==> src/rtl/flex_counter_pkg.sv <==
// Shared types and default widths for the flexible counter family.
// Optional feature macro used by flex_udcounter: FLEX_UDCOUNTER_WRAP_CNT_EN.
package flex_counter_pkg;

  localparam int DEFAULT_NUM_CNT_BITS  = 4;
  localparam int DEFAULT_WRAP_CNT_BITS = 8;

  // Count direction as sampled from count_dir.
  typedef enum logic {
    CNT_UP   = 1'b0,
    CNT_DOWN = 1'b1
  } cnt_dir_t;

  // Behaviour when a count would cross the bound.
  typedef enum logic {
    MODE_WRAP = 1'b0,
    MODE_SAT  = 1'b1
  } cnt_mode_t;

endpackage

==> src/rtl/flex_udcounter_wrap_event_counter.sv <==
// Saturating count of bound events. Cleared by reset and by clear; sticks at
// all-ones once reached so long runs never alias back to small values.
module wrap_event_counter #(
  parameter int WRAP_CNT_BITS = 8
) (
  input  logic                     clk,
  input  logic                     n_rst,
  input  logic                     clear,
  input  logic                     bound_event,
  output logic [WRAP_CNT_BITS-1:0] wrap_count
);

  // Event register: clear wins, then a saturating increment.
  always_ff @(posedge clk or negedge n_rst) begin
    if (!n_rst) begin
      wrap_count <= '0;
    end else if (clear) begin
      wrap_count <= '0;
    end else if (bound_event && (wrap_count != '1)) begin
      wrap_count <= wrap_count + WRAP_CNT_BITS'(1);
    end
  end

endmodule

==> src/rtl/flex_udcounter.sv <==
// Up/down counter with programmable step, synchronous load, wrap or saturate
// at the bound, a registered terminal flag and a one-cycle bound-event pulse.
// Up-counting runs 1..rollover_val; clear returns to 0.
// Optional feature macro: FLEX_UDCOUNTER_WRAP_CNT_EN adds the wrap_count
// port, a saturating count of bound events.
module flex_udcounter
  import flex_counter_pkg::*;
#(
  parameter int NUM_CNT_BITS  = DEFAULT_NUM_CNT_BITS
`ifdef FLEX_UDCOUNTER_WRAP_CNT_EN
  ,
  parameter int WRAP_CNT_BITS = DEFAULT_WRAP_CNT_BITS
`endif
) (
  input  logic                     clk,
  input  logic                     n_rst,
  input  logic                     clear,
  input  logic                     load,
  input  logic [NUM_CNT_BITS-1:0]  load_val,
  input  logic                     count_enable,
  input  logic                     count_dir,
  input  logic                     sat_mode,
  input  logic [NUM_CNT_BITS-1:0]  step,
  input  logic [NUM_CNT_BITS-1:0]  rollover_val,
  output logic [NUM_CNT_BITS-1:0]  count_out,
  output logic                     rollover_flag,
`ifdef FLEX_UDCOUNTER_WRAP_CNT_EN
  output logic [WRAP_CNT_BITS-1:0] wrap_count,
`endif
  output logic                     bound_pulse
);

  localparam logic [NUM_CNT_BITS-1:0] CNT_ONE = NUM_CNT_BITS'(1);

  cnt_dir_t                dir;
  cnt_mode_t               mode;
  logic [NUM_CNT_BITS:0]   sum;
  logic [NUM_CNT_BITS-1:0] next_count;
  logic                    next_flag;
  logic                    next_event;
  logic                    count_active;

  assign dir  = cnt_dir_t'(count_dir);
  assign mode = cnt_mode_t'(sat_mode);

  // A zero bound or zero step turns an enabled cycle into a plain hold with
  // no bound event.
  assign count_active = count_enable && (rollover_val != '0) && (step != '0);

  // Next count, bound event and terminal flag from the sampled controls.
  always_comb begin
    sum        = {1'b0, count_out} + {1'b0, step};
    next_count = count_out;
    next_event = 1'b0;
    next_flag  = 1'b0;

    if (clear) begin
      next_count = '0;
    end else if (load) begin
      // Loaded value is deliberately not range-checked.
      next_count = load_val;
    end else if (count_active) begin
      if (dir == CNT_UP) begin
        if (sum <= {1'b0, rollover_val}) begin
          next_count = sum[NUM_CNT_BITS-1:0];
        end else begin
          next_event = 1'b1;
          next_count = (mode == MODE_SAT) ? rollover_val : CNT_ONE;
        end
      end else begin
        if (count_out > step) begin
          next_count = count_out - step;
        end else begin
          next_event = 1'b1;
          next_count = (mode == MODE_SAT) ? CNT_ONE : rollover_val;
        end
      end
    end

    // Terminal value depends on the direction sampled this cycle, so the
    // flag always describes the count it is registered alongside.
    if (dir == CNT_UP) begin
      next_flag = (next_count >= rollover_val) && (rollover_val != '0);
    end else begin
      next_flag = (next_count == CNT_ONE);
    end
  end

  // Output registers: count, flag and pulse update together.
  always_ff @(posedge clk or negedge n_rst) begin
    if (!n_rst) begin
      count_out     <= '0;
      rollover_flag <= 1'b0;
      bound_pulse   <= 1'b0;
    end else begin
      count_out     <= next_count;
      rollover_flag <= next_flag;
      bound_pulse   <= next_event;
    end
  end

`ifdef FLEX_UDCOUNTER_WRAP_CNT_EN
  wrap_event_counter #(
    .WRAP_CNT_BITS(WRAP_CNT_BITS)
  ) u_wrap_event_counter (
    .clk        (clk),
    .n_rst      (n_rst),
    .clear      (clear),
    .bound_event(next_event),
    .wrap_count (wrap_count)
  );
`endif

endmodule

==> config.mk <==
export PLATFORM = sky130hd
export DESIGN_NAME = flex_udcounter
export DESIGN_NICKNAME = d
export VERILOG_FILES = /design/src/rtl/flex_counter_pkg.sv /design/src/rtl/flex_udcounter_wrap_event_counter.sv /design/src/rtl/flex_udcounter.sv
export SDC_FILE = /design/constraint.sdc
export NUM_CORES = 1
export LEC_CHECK = 0
export ABC_AREA = 1
export ABC_CLOCK_PERIOD_IN_PS = 3500
export CAP_MARGIN = 20
export CORE_MARGIN = 1
export CORE_UTILIZATION = 49
export DETAILED_ROUTE_END_ITERATION = 8
export HOLD_SLACK_MARGIN = 0.15
export PLACE_DENSITY_LB_ADDON = 0.2
export SYNTH_ARGS = -nofsm -noshare
export SYNTH_HDL_FRONTEND = slang
export SYNTH_SLANG_ARGS = --single-unit
==> constraint.sdc <==
create_clock -name clk -period 3.5 [get_ports clk]
set_input_delay 0.7 -clock clk [delete_from_list [all_inputs] [get_ports clk]]
set_output_delay 0.7 -clock clk [all_outputs]
set_load 0.05 [all_outputs]
==> reports/results.ini <==
[outcome]
status=complete, no violations

[synth]
mappedNetlistNets=199
synth_largest_area_cell=ha_1
ys_async_sr_fraction_pct=100.0
synth.ff_latch_count=6
synth_edf_count=0
dominantRegCellSynth=dfrtp_1
synth.yosys.warnings=0
syn_inst=162
synth.top_cell.area_share_pct=19.35
synth_area_per_cell_um2=6.387
yosysUniqueCellTypes=23
post_syn_area_mm2=0.001035
synth.area.top_cells=ha_1 19%, dfrtp_1 15%, nand2_1 13%
synth.yosys.seq_area_share_pct=14.51

[grt]
grt_start_max_net_pins=10
grt_pass1_vias=1055
antenna_found_initial=0
grt_pass1_wl_um=4512
track_usage_pct=27.91
globalRouteOverflowTotal=0

[layout]
flow.area_growth_from_synthesis_pct=63.48
number_of_inserted_filler_cells_in_the_final_layout=112
stdcell_area_mm2=0.001692
finish.net_count=252
finalNonFillerCells=240
drive_above_1_share_pct=31.46
antenna_cells=0
post-route-util_pct=85.35

[placement]
placed_cells_incl_taps=232
detailedPlace.worstSlack_ns=-0.6944
routabilityCongestion=0.8826
detailedPlacementHpwl_um=2284
port_buffers=24
placed_standard_cell_area_mm2=0.001454

[pwr]
switching_share_pct=44.73
report.power.total_uw=504.9
power.clock.fraction_pct=12.1
seqPwrFrac_pct=16.9
combinationalPowerShare_pct=71.0
p_int_uw=279.1
power.density_cell_area_mw_per_mm2=298.5
maximum_ir_drop_on_the_vdd_rail_mv=0.2393
power.leakage_nw=0.8535
power_switching_uw=225.8

[timing]
slew_viol_final=0
hold_violations=0
final-setup-viol-count=0
tmin_final_ns=3.440
tightestPinTransition_ns=0.4907
timing.clock.skew_ns=0.003968
rsz0062_at_grt=true
final.setup.worst_slack_ns=0.06033
max_slew_margin_pct=67.19
timing.fmax_mhz=290.7
post_route_clock_period_utilization_pct=98.28

[routing]
routed-via-count=1267
first_pass_iteration_count_of_the_detailed_router=4
postRouteAntennaNets=0
post_drt_via_cell_ratio=5.279
routedWlPerCell_um=14.18
totalWireLength_um=3404
drt_first_iter_violations=59
drc_errors=0

[clock_tree]
cell_at_the_root_of_the_clock_tree=clkbuf_4
cts.clk_slew.worst_paths_ns=0.04
cts_made_buffers=3
tritoncts=built
numClockSinks=6
worstSkewPairLatency_ns=0.24
cts_max_path_buffers=2
htreeDepth=1

[worst_setup_path]
reg2reg_depth=21
r2r_setup_slack_ns=0.13
timing_worst_setup_path_type=input pin to flip-flop
worst_path_fanout_max=5
timing.critical_path.to=rollover_flag
crit_path_end_kind=flip-flop
worstReg2RegStart=count_out[1]
critical_path.startpoint_type=input pin
timing.rr.end=rollover_flag
worst_ep_required_time_ns=3.61
arrival_ns=3.55
setup.worst_path.start=step[3]

[die]
io_pins=25
die_width_um=47.96
rows=16
die-area_mm2=0.002300
die_h_um=47.96
core_area_mm2=0.001982
starting_utilization_of_the_core_area_pct=52.21

[hold_path]
worst_hold_path_type=input pin to asynchronous set/reset pin

[flow_run]
maxCapViolCount=0

-- critical path: stages --
cell and delay, ns:
dlygate4sd2_1 0.24, inv_2 0.06, ha_4 0.27, inv_1 0.06, nand3_1 0.09, nand2_2 0.08, ha_4 0.29, nand2_2 0.05
nor2_2 0.09, nor2_1 0.05, nand2_1 0.09, nand2_4 0.08, nand2_4 0.10, nand2_2 0.05, nand3_1 0.06, nand2_1 0.08
a21oi_2 0.18, ha_1 0.24, inv_1 0.05, a21oi_1 0.03, o21a_1 0.18, o21a_1 0.16, o211ai_1 0.16, nand2_1 0.10
-- cells in the mapped netlist, types with 2 or more instances --
cell type  count
o211ai_1       2
inv_1         31
dfrtp_1        6
nand4_1        3
o21a_1         2
nor2_1        17
nand2_2        2
ha_1          16
o21ai_0        3
nand3_1       18
o21ai_1        2
a21oi_1       13
fa_1           2
nand2_1       35
xor2_1         2
-- final cells by class --
| class | count | area, um^2 | area share [%] |
|---|---|---|---|
| well taps | 27 | 33.78 | 1.997 |
| flip-flops and latches | 6 | 151.4 | 8.950 |
| multi-input cells | 124 | 933.4 | 55.18 |
| clock buffers | 3 | 22.52 | 1.331 |
| inverters | 31 | 118.9 | 7.027 |
| repair buffers | 49 | 431.7 | 25.52 |
-- logic make-up (layout without fill, tap and decap cells) --
logic type | count (synthesis) | in the layout | synth area share, %
DFF | 6 | 6 | 14.51
buffers and inverters | 32 | 83 | 11.97
AOI/OAI and AO/OA | 25 | 25 | 14.87
and+or+nand+nor | 79 | 79 | 33.74
xor gates and xnor gates | 2 | 2 | 1.693
adders and majority gates | 18 | 18 | 23.22
-- power groups by stage --
stage                     logic (mW)  clock network, mW  registers (mW)
final                          0.359             0.0613          0.0851
after floorplan                0.150                  0           0.103
after CTS                      0.306             0.0634          0.0839
after detailed placement       0.278                  0          0.0835
after global routing           0.389             0.0712          0.0859
after global placement         0.272                  0          0.0830
-- flip-flops by register name, indices dropped and copies added (netlist names) --
signal,count
bound_pulse,1
rollover_flag,1
count_out,4
-- cell usage in the layout, fill, tap and decap left out, types with 2 or more instances in the layout --
cell type,synthesis,routed
o211ai_1,2,2
a21oi_2,1,2
nor2_2,1,2
clkdlybuf4s50_1,0,20
nand3_1,18,17
buf_6,0,4
o21ai_2,1,2
nand2_4,0,2
inv_2,0,5
nor2_1,17,16
clkbuf_4,0,3
buf_4,1,23
a21oi_1,13,11
ha_4,0,8
inv_1,31,25
nand2_2,2,5
nand3_2,1,2
dfrtp_1,6,5
nand4_1,3,3
nand2_1,35,30
o21a_1,2,2
ha_1,16,7
o21ai_0,3,3
-- worst min path at each step --
stage / from / to / cells after the start / slack (ns)
detailed placement: count_out[2] / count_out[2] / 4 / 0.75
global placement: count_out[2] / count_out[2] / 4 / 0.73
global route: n_rst / rollover_flag / 1 / 0.70
floorplan: n_rst / bound_pulse / 0 / 0.40
finish: n_rst / count_out[0] / 1 / 0.69
CTS: n_rst / count_out[0] / 1 / 0.69
-- per-stage QoR --
step           setup TNS, ns  hold WS (ns)
4_1_cts                    0        0.6875
3_3_place_gp         -0.6396        0.7319
5_1_grt              -0.1094        0.6957
6_report                   0        0.6912
3_5_place_dp         -0.6944        0.7453
2_1_floorplan              0        0.4044
-- routing by layer --
metal  vias up  global-route usage, %  wire, um
met4         0                  5.000        21
met1       571                  38.53      1398
met2        65                  47.57      1774
met3         2                  2.264       210
met5         -                      0         0
li1        629                      -         -
-- timing repair --
item	CTS	global route
hold buffers	0	0
pin swaps	11	23
buffers inserted	3	2
gates resized for setup	25	25
setup endpoints to repair	1	1
Power figures use the tool's default switching activity.
